## src/rtl/instr_fetch_unit.sv

```systemverilog
// Instruction fetch stage: PC register, valid-qualified imem handshake, next-PC selection.
// Optional build macro IFU_HALT_ON_ILLEGAL_EN parks the stage in HALT after an illegal instruction retires.
module instr_fetch_unit #(
  parameter logic [31:0] RESET_PC = 32'h0000_0000
) (
  input  logic        clk,
  input  logic        arst_n,
  output logic        imem_req,
  output logic [31:0] imem_addr,
  input  logic        imem_valid,
  input  logic [31:0] imem_rdata,
  output logic [31:0] instr,
  output logic [5:0]  opcode,
  output logic        instr_valid,
  input  logic        instr_ready,
  output logic [31:0] pc_plus4,
  input  logic        branch,
  input  logic        jump,
  input  logic        alu_zero,
  output logic        illegal,
  output logic [31:0] retired
);

  typedef enum logic [1:0] {
    IDLE  = 2'd0,
    FETCH = 2'd1,
    ISSUE = 2'd2,
    HALT  = 2'd3
  } state_t;

`ifdef IFU_HALT_ON_ILLEGAL_EN
  localparam bit HALT_EN = 1'b1;
`else
  localparam bit HALT_EN = 1'b0;
`endif

  state_t      state_r;
  logic [31:0] br_off_s;
  logic [31:0] next_pc_s;

  function automatic logic opcode_legal(input logic [5:0] op);
    logic ok;
    case (op)
      6'h00, 6'h08, 6'h04, 6'h02, 6'h23, 6'h2B: ok = 1'b1;
      default:                                  ok = 1'b0;
    endcase
    return ok;
  endfunction

  // Next-PC select; an illegal instruction retires as a NOP, jump outranks branch
  always_comb begin
    br_off_s  = {{14{instr[15]}}, instr[15:0], 2'b00};
    next_pc_s = pc_plus4;
    if (illegal) begin
      next_pc_s = pc_plus4;
    end else if (jump) begin
      next_pc_s = {pc_plus4[31:28], instr[25:0], 2'b00};
    end else if (branch && alu_zero) begin
      next_pc_s = pc_plus4 + br_off_s;
    end else begin
      next_pc_s = pc_plus4;
    end
  end

  // Fetch/issue FSM; imem_addr doubles as the PC register
  always_ff @(posedge clk or negedge arst_n) begin
    if (!arst_n) begin
      state_r     <= IDLE;
      imem_req    <= 1'b0;
      imem_addr   <= RESET_PC;
      instr       <= 32'd0;
      opcode      <= 6'd0;
      instr_valid <= 1'b0;
      pc_plus4    <= RESET_PC + 32'd4;
      illegal     <= 1'b0;
      retired     <= 32'd0;
    end else begin
      case (state_r)
        IDLE: begin
          state_r  <= FETCH;
          imem_req <= 1'b1;
        end
        FETCH: begin
          if (imem_valid) begin
            instr       <= imem_rdata;
            opcode      <= imem_rdata[31:26];
            pc_plus4    <= imem_addr + 32'd4;
            instr_valid <= 1'b1;
            imem_req    <= 1'b0;
            illegal     <= ~opcode_legal(imem_rdata[31:26]);
            state_r     <= ISSUE;
          end else begin
            imem_req <= 1'b1;
          end
        end
        ISSUE: begin
          if (instr_ready) begin
            instr_valid <= 1'b0;
            retired     <= retired + 32'd1;
            if (HALT_EN && illegal) begin
              state_r <= HALT;
            end else begin
              state_r   <= FETCH;
              imem_req  <= 1'b1;
              imem_addr <= next_pc_s;
              illegal   <= 1'b0;
            end
          end else begin
            instr_valid <= 1'b1;
          end
        end
        HALT: begin
          instr_valid <= 1'b0;
          imem_req    <= 1'b0;
          illegal     <= 1'b1;
        end
        default: begin
          state_r     <= IDLE;
          imem_req    <= 1'b0;
          instr_valid <= 1'b0;
        end
      endcase
    end
  end

endmodule
```

## config.mk

```make
export PLATFORM = sky130hd
export DESIGN_NAME = instr_fetch_unit
export DESIGN_NICKNAME = d
export VERILOG_FILES = /design/src/rtl/instr_fetch_unit.sv
export SDC_FILE = /design/constraint.sdc
export NUM_CORES = 1
export LEC_CHECK = 0
export CORE_MARGIN = 2
export CORE_UTILIZATION = 40
export DETAILED_ROUTE_END_ITERATION = 10
export GPL_TIMING_DRIVEN = 0
export PLACE_DENSITY_LB_ADDON = 0.2
export SKIP_LAST_GASP = 1
export SLEW_MARGIN = 15
export SYNTH_ARGS = -nofsm -noshare
export SYNTH_HDL_FRONTEND = slang
export SYNTH_SLANG_ARGS = --single-unit
```

## constraint.sdc

```tcl
create_clock -name clk -period 3.1 [get_ports clk]
set_input_delay 0.62 -clock clk [delete_from_list [all_inputs] [get_ports clk]]
set_output_delay 0.62 -clock clk [all_outputs]
set_load 0.01 [all_outputs]
```

# Word-level counts from Yosys, hierarchy flattened
# Cells that the tools add are included.
totals:
  out_inout_bits: 137
  inputBits: 39
  register_bits: 139
classes:
  n_bitwise: 1
  muxes: 18
  addsub: 3
  reduce_logical: 11
  n_eq_ne: 10
ops:
  columns: ["operator", "n"]
  rows:
  - ["32-bit 2-to-1 mux", 3]
  - ["32-bit by 1-bit adder with 32-bit output, second input constant", 1]
  - ["32-bit by 3-bit adder with 32-bit output, second input constant", 1]
  - ["32-bit adder", 1]
  - ["6-bit equality test, second input constant", 2]
  - ["1-bit 2-to-1 mux", 9]
  - ["6-bit by 2-bit equality test with 1-bit output, second input constant", 1]
  - ["6-bit by 3-bit equality test with 1-bit output, second input constant", 1]
  - ["6-bit by 4-bit equality test with 1-bit output, second input constant", 1]
  - ["6-bit logical NOT", 1]
  - ["1-bit one-hot mux with 3 select lines", 2]
  - ["2-bit one-hot mux with 3 select lines", 1]
  - ["2-bit AND reduction", 3]
  - ["3-bit AND reduction", 2]
  - ["3-bit nonzero test", 2]
  - ["6-bit OR reduction", 1]
  - ["2-bit equality test, second input constant", 2]
  - ["2-bit 2-to-1 mux", 2]
  - ["2-bit != test, second input constant", 2]
  - ["1-bit one-hot mux with 4 select lines", 1]
  - ["2-bit by 1-bit equality test with 1-bit output, second input constant", 1]
  - ["2-bit logical NOT", 1]
  - ["1-bit logical AND", 1]
  - ["1-bit NOT", 1]

# Depth between registers and ports, before layout
# Gate-level depths: netlist (run 1).
depth:
  ltp_word: 8
  ltp_mapped: 12
  depth_no_buf: 12

# Worst setup path after synthesis (run 1)
# No wires, ideal clock.
synth_timing:
  kind: "flip-flop to flip-flop"
  startpoint: "register instr[15]"
  endpoint: "register imem_addr[31]"
  arrival_ps: 2683
  setup_time_ps: 124
  n_path_buf: 1
  setup_slack_ps: 293
  synth_period_minus_slack_ps: 2807
  path_stages_with_launch: 11
  cell_sequence: "dfrtp_1 ha_1 clkbuf_1 and4_4 a32oi_1 nand2_1 o31a_1 a311oi_2 xnor2_1 and3_1 o31a_1"
synth_between:
  elab_chain_cells: 4
synth_rtl:
  columns: ["item", "line_no", "text"]
  rows:
  - ["start: declaration", "12", "output logic [31:0] instr,"]
  - ["start signal: assignment", "85", "instr <= imem_rdata;"]
  - ["32-bit adder", "59", "next_pc_s = pc_plus4 + br_off_s;"]
  - ["32-bit 2-to-1 mux", "58", "end else if (branch && alu_zero) begin"]
  - ["32-bit 2-to-1 mux", "56", "end else if (jump) begin"]
  - ["32-bit 2-to-1 mux", "54", "if (illegal) begin"]
  - ["end signal: assignment", "105", "imem_addr <= next_pc_s;"]
  - ["end: declaration", "9", "output logic [31:0] imem_addr,"]
# No other way between the ends.
# A chain may end at the register's enable or synchronous reset.

# Final worst setup path (run 1)
layout_timing:
  startpoint: "register instr[15]"
  endpoint: "register imem_addr[26]"
# The elaborated chain is that of the path after synthesis.

==> results.cfg, run 1 <==
[synth]
ys.flop_type = dfrtp_1
ys.warnings.count = 0
synth_area_um2 = 7560
syn_area_per_cell_um2 = 9.57
ys_types = 64
synth_edf_count = 0
syn_inst = 790
async_reset_ff_frac = 1.00
ys_seq_elements = 133
synthesis.nets = 861
seq_area_frac_synth = 0.440

[cts]
clock_latency_ns = 0.44
cts.sinks = 133
cts_buffer_depth = 2
cts_root_buf = clkbuf_16
cts_tree = yes
clkTransAtPathRegs_ns = 0.07
htreeDepth = 4
cts_hold_buf = 0
numCtsBuffers = 17

[worst_setup_path]
critPathCaptureType = flop
cpPeakStageDelay_ns = 0.57
critPathMaxFanout = 14
regToRegSetupSlack_ns = 0.13
cpMaxStageDelayCell = dfrtp_4
cp_cell_sequence = ha_1, a21o_1, a21o_1, a21o_1, a31oi_1, nor2_1, o41ai_4, nor2b_1, nor2_1, xor2_1, a221oi_1
path_delay_family = compound AO/OA/AOI/OAI gates
crit_type = flop to flop
path_buf_inv = 0
worstPathRequired_ns = 3.43
arrival_ns = 3.30
cp_common_cell = a21o_1
start_kind = flop

[cells_and_area]
final_core_util = 0.554
syn_to_final_growth_pct = 36.7
final_common_cell = clkdlybuf4s50_1
n_antenna_cell = 0
finish.instance_area_um2 = 10300
drive_gt1_frac = 0.105
fillCellCount = 1706
layout_common_cells = clkdlybuf4s50_1 (174), dfrtp_1 (130), nand2_1 (101), o21ai_0 (62), nor2_1 (55)
nets = 1059

[global_routing]
overflow = 0
grt_pass1_vias = 6603
grt_use_total = 0.237
grt_pass1_wl_mm = 36.6
antenna_found_initial = 0
grt_max_degree = 77

[place]
portBuffers = 175
pre_cts_ws_ns = -0.203
dp_hpwl_mm = 17.0
place.gp.congestion = 0.945
place_area_um2 = 9640

[run_status]
status = completed

[sta]
rsz0062_at_grt = true
fin_ws_ns = 0.133
max-slew-margin-rel = 0.245
timing.setup.tns_ns = 0
slew_violations = 0
finClkSkew_ns = 0.0104
whs_ns = 0.103
worst_slew_pin_slew_ns = 1.12
fin_crit_ns = 2.97
finalSetupViolations = 0
finalCritPeriodShare = 0.957
max_freq_ghz = 0.337
hold_viol_final = 0

[power_and_ir_drop]
power_leakage_nw = 4.34
pwr-share-seq = 0.338
p_sw_frac = 0.380
p_per_area_nw_per_um2 = 824
pwr-share-comb = 0.418
p_int_w = 0.00528
pwr-share-clk = 0.244
peakVddDrop_uv = 406
switchingPower_w = 0.00324

[min_path]
min_path_type = input port to async pin

[floorplanning]
dieArea_um2 = 20000
fp.dieW_um = 141
start_util = 0.406
placementRows = 50
fp.dieH_um = 141
core-area_um2 = 18600
ioPinCount = 176

[flow_run]
cap_violations = 0

[route]
drt-initial-drc-count = 447
wl_mm = 23.7
routedWlPerCell_um = 19.2
drtAntennaViolNets = 0
viasPerCell = 5.61
vias = 6934
drc = 0
dr.pass1.iters = 5
[per-layer routing]
metal	share of wire	track usage	wire length, um	up-vias
li1	-	-	-	3239
met5	0	0	0	-
met1	0.46	0.330	10800	3420
met4	0.019	0.0800	455	0
met2	0.47	0.376	11000	243
met3	0.056	0.0405	1320	32
[power groups by stage]
stage / clock network, W / logic, W / registers [W]
detailed placement: 0 / 0.00343 / 0.00290
finish: 0.00208 / 0.00356 / 0.00288
global route: 0.00220 / 0.00389 / 0.00295
CTS: 0.00211 / 0.00347 / 0.00288
floorplan: 0 / 0.00180 / 0.00290
global placement: 0 / 0.00340 / 0.00289
[logic make-up after synthesis]
family                   after synthesis  synth area share
XOR/XNOR                              82            0.0950
multiplexers                          36            0.0535
AND/OR/NAND/NOR                      256             0.159
flip-flops                           133             0.440
buffers and inverters                 50            0.0281
AO/OA/AOI/OAI                        201             0.170
adder cells (fa/ha/maj)               32            0.0540
[state kept, by name, indices dropped and copies added (netlist names)]
register,count
imem_addr,32
instr,32
pc_plus4,32
retired,32
state_r,2
illegal,1
imem_req,1
instr_valid,1
[Yosys cell counts, types with 2 or more instances]
| library cell | instances | share of area |
|---|---|---|
| dfrtp_1 | 132 | 0.44 |
| nand2_1 | 101 | 0.050 |
| o21ai_0 | 63 | 0.042 |
| nor2_1 | 55 | 0.027 |
| xnor2_1 | 51 | 0.059 |
| a21oi_1 | 43 | 0.028 |
| mux2_2 | 35 | 0.052 |
| ha_1 | 31 | 0.051 |
| xor2_1 | 31 | 0.036 |
| clkbuf_1 | 30 | 0.015 |
| nand3_1 | 23 | 0.015 |
| nand4_1 | 18 | 0.015 |
| a221oi_1 | 16 | 0.019 |
| a21o_1 | 14 | 0.014 |
| a31oi_1 | 13 | 0.011 |
| nand2b_1 | 10 | 0.0083 |
| and3_1 | 9 | 0.0074 |
| inv_1 | 9 | 0.0045 |
| nor2b_1 | 8 | 0.0066 |
| nor3_1 | 8 | 0.0053 |
| o22ai_1 | 7 | 0.0058 |
| buf_4 | 6 | 0.0060 |
| a222oi_1 | 5 | 0.0066 |
| o21bai_1 | 5 | 0.0050 |
| a22oi_1 | 4 | 0.0040 |
| and2b_1 | 4 | 0.0040 |
| o221ai_1 | 4 | 0.0046 |
| o31ai_1 | 4 | 0.0040 |
| a211oi_1 | 3 | 0.0030 |
| and2_1 | 3 | 0.0025 |
| buf_1 | 3 | 0.0015 |
| nor4_1 | 3 | 0.0025 |
| a311oi_1 | 2 | 0.0023 |
| and4_1 | 2 | 0.0023 |
| buf_2 | 2 | 0.0013 |
| o21a_1 | 2 | 0.0020 |
| o21ai_1 | 2 | 0.0013 |
| o31a_1 | 2 | 0.0023 |
| or3_2 | 2 | 0.0020 |
[worst paths after layout]
check	startpoint	end	cells after the start
hold reg to reg	retired[31]	retired[31]	1
min in group clk	retired[31]	retired[31]	1
max in group asynchronous	arst_n	pc_plus4[2]	2
setup / recovery	instr[15]	imem_addr[26]	11
hold / removal	arst_n	retired[31]	1
setup reg to reg	instr[15]	imem_addr[26]	11
[stage by stage]
stage          cells  power [W]
2_1_floorplan    790    0.00470
3_3_place_gp    1199    0.00629
3_5_place_dp    1200    0.00633
4_1_cts         1232    0.00846
5_1_grt         1235    0.00905
6_report        1235    0.00852
[cell type report]
cell class	instances	area (um2)	share of cell area
multi-input cells	607	4080	0.395
flip-flops and latches	133	3330	0.323
repair buffers	180	1810	0.176
clock buffers	17	425	0.0412
well taps	234	293	0.0283
clock inverters	15	175	0.0170
plain buffers	40	175	0.0170
inverters	9	33.8	0.00327
[repair_timing]
action | 4_1_cts | 5_1_grt
resized for setup | 4 | 11
setup endpoints to repair | 7 | 8
setup buffers | 0 | 4
pin swaps | 1 | 2
hold endpoints to repair | 0 | 0
(Power assumes the default switching activity.)
==> run 2: changes to the inputs <==
--- a/config.mk
+++ b/config.mk
@@ -6,7 +6,7 @@
 export NUM_CORES = 1
 export LEC_CHECK = 0
 export CORE_MARGIN = 2
-export CORE_UTILIZATION = 40
+export CORE_UTILIZATION = 51
 export DETAILED_ROUTE_END_ITERATION = 10
 export GPL_TIMING_DRIVEN = 0
 export PLACE_DENSITY_LB_ADDON = 0.2
==> run 2 against run 1 <==
Sequential cell count is the same; maximum frequency decreased by 0.37%; wire length down 2.7%; critical endpoint unchanged; cell count fell by 3.9%; combinational power increased by 3%; highest routed layer unchanged; largest cell class unchanged.
==> results.cfg, run 2 (same netlist as run 1, synthesis figures left out) <==
[global_routing]
grt_max_degree = 80
grt_use_total = 0.286
overflow = 0
grt_pass1_wl_mm = 35.9
grt_pass1_vias = 6779
antenna_found_initial = 0

[power_and_ir_drop]
power.total_w = 0.00869
power_leakage_nw = 4.38
p_per_area_nw_per_um2 = 841
peakVddDrop_uv = 495

[floorplanning]
core-area_um2 = 14500
fp.dieW_um = 126
dieArea_um2 = 15800
start_util = 0.520
fp.dieH_um = 126
ioPinCount = 176
placementRows = 44

[sta]
rsz0062_at_grt = false
max_freq_ghz = 0.336
fin_crit_ns = 2.98
slew_violations = 0
max-slew-margin-rel = 0.214
finalCritPeriodShare = 0.960
hold_viol_final = 0
worst_slew_pin_slew_ns = 1.17
finClkSkew_ns = 0.0131
timing.setup.tns_ns = 0
finalSetupViolations = 0

[cells_and_area]
n_antenna_cell = 0
final_common_cell = clkdlybuf4s50_1
syn_to_final_growth_pct = 36.7
final_core_util = 0.711
finish.instance_area_um2 = 10300
nets = 1062
drive_gt1_frac = 0.107
layout_common_cells = clkdlybuf4s50_1 (174), dfrtp_1 (131), nand2_1 (101), o21ai_0 (63), nor2_1 (55)

[route]
viasPerCell = 5.96
top_layer = met4
m1WireLength_mm = 9.97
dr.pass1.iters = 6
wl_met3_mm = 1.74
drtAntennaViolNets = 0
routedWlPerCell_um = 19.4
drt-initial-drc-count = 636
vias = 7072
drc = 0
wl_mm = 23.0
wl_met2_mm = 10.7

[worst_setup_path]
cpPeakStageDelay_ns = 0.41
crit_type = flop to flop
start_kind = flop
arrival_ns = 3.25
cpMaxStageDelayCell = dfrtp_1
critPathMaxFanout = 4
critPathCaptureType = flop
worstPathRequired_ns = 3.37
cp_cell_sequence = ha_2, fa_2, a21o_1, a21oi_2, o21bai_2, a2bb2oi_4, a31oi_4, o41ai_4, nor2b_1, nor2_1, xor2_1, a221oi_2

[cts]
cts_root_buf = clkbuf_16
clkTransAtPathRegs_ns = 0.06
cts_buffer_depth = 2
htreeDepth = 4
cts_tree = yes
cts.sinks = 133
numCtsBuffers = 17
clock_latency_ns = 0.43

[run_status]
status = completed

[place]
dp_hpwl_mm = 16.1
place.gp.congestion = 0.967
place_area_um2 = 9570
portBuffers = 175

[flow_run]
cap_violations = 0

[min_path]
min_path_type = input port to async pin
[run 2: cell count changes in the layout (fill, tap and decap cells not counted), sizes merged]
| cell | previous run | this run |
|---|---|---|
| clkinv | 2 | 5 |
| clkinvlp | 2 | 1 |
| inv | 19 | 13 |
| clkbuf | 46 | 45 |
| bufinv | 1 | 4 |
| buf | 17 | 21 |
[run 2: per-layer routing]
metal | vias up | GRT usage
met5 | - | 0
met4 | 0 | 0.101
met3 | 56 | 0.0620
met2 | 324 | 0.463
met1 | 3438 | 0.381
li1 | 3254 | -
[run 2: repair_timing]
action	4_1_cts	5_1_grt
gates cloned	0	0
setup endpoints to repair	6	9
setup buffers	2	6
pin swaps	2	5
resized for setup	5	9
hold buffers	0	0
[run 2: final timing paths]
kind                              from  depth (start not counted)             to  slack, ns
setup / recovery              instr[0]                         12  imem_addr[26]       0.12
hold / removal                  arst_n                          1      instr[29]       0.14
setup reg to reg              instr[0]                         12  imem_addr[26]       0.12
hold reg to reg            retired[31]                          1    retired[31]       0.49
max in group asynchronous       arst_n                          2    pc_plus4[2]       2.17
min in group clk           retired[31]                          1    retired[31]       0.49
[run 2: power breakdown]
| group | switching (W) | internal [W] |
|---|---|---|
| Sequential | 0.000671 | 0.00220 |
| Combinational | 0.00169 | 0.00196 |
| Clock | 0.000815 | 0.00135 |
[run 2: worst max-delay path: cells and delay by family, from the launching register on]
family / cells / cell delay [ns]
xor+xnor: 1 / 0.28
compound gates: 7 / 1.33
flops: 1 / 0.41
fa+ha+maj: 2 / 0.58
simple gates: 2 / 0.22
[run 2: layout make-up]
| type | count | area (um2) |
|---|---|---|
| clock inverter | 14 | 198 |
| multi-input combinational | 607 | 4100 |
| sequential | 133 | 3330 |
| timing repair buffer | 184 | 1840 |
| tap | 184 | 230 |
| fill | 1162 | 4200 |
| clock buffer | 17 | 425 |
| inverter | 9 | 33.8 |
| buffer | 39 | 171 |
[run 2: metrics by stage]
| step | worst slack (ns) | hold WS [ns] | std cells |
|---|---|---|---|
| 6_report | 0.123 | 0.138 | 1187 |
| 3_3_place_gp | -3.81 | 0.460 | 1149 |
| 2_1_floorplan | 0.293 | 0.324 | 790 |
| 4_1_cts | 0.000999 | 0.162 | 1183 |
| 5_1_grt | 0.00442 | 0.184 | 1187 |
| 3_5_place_dp | -0.168 | 0.480 | 1150 |
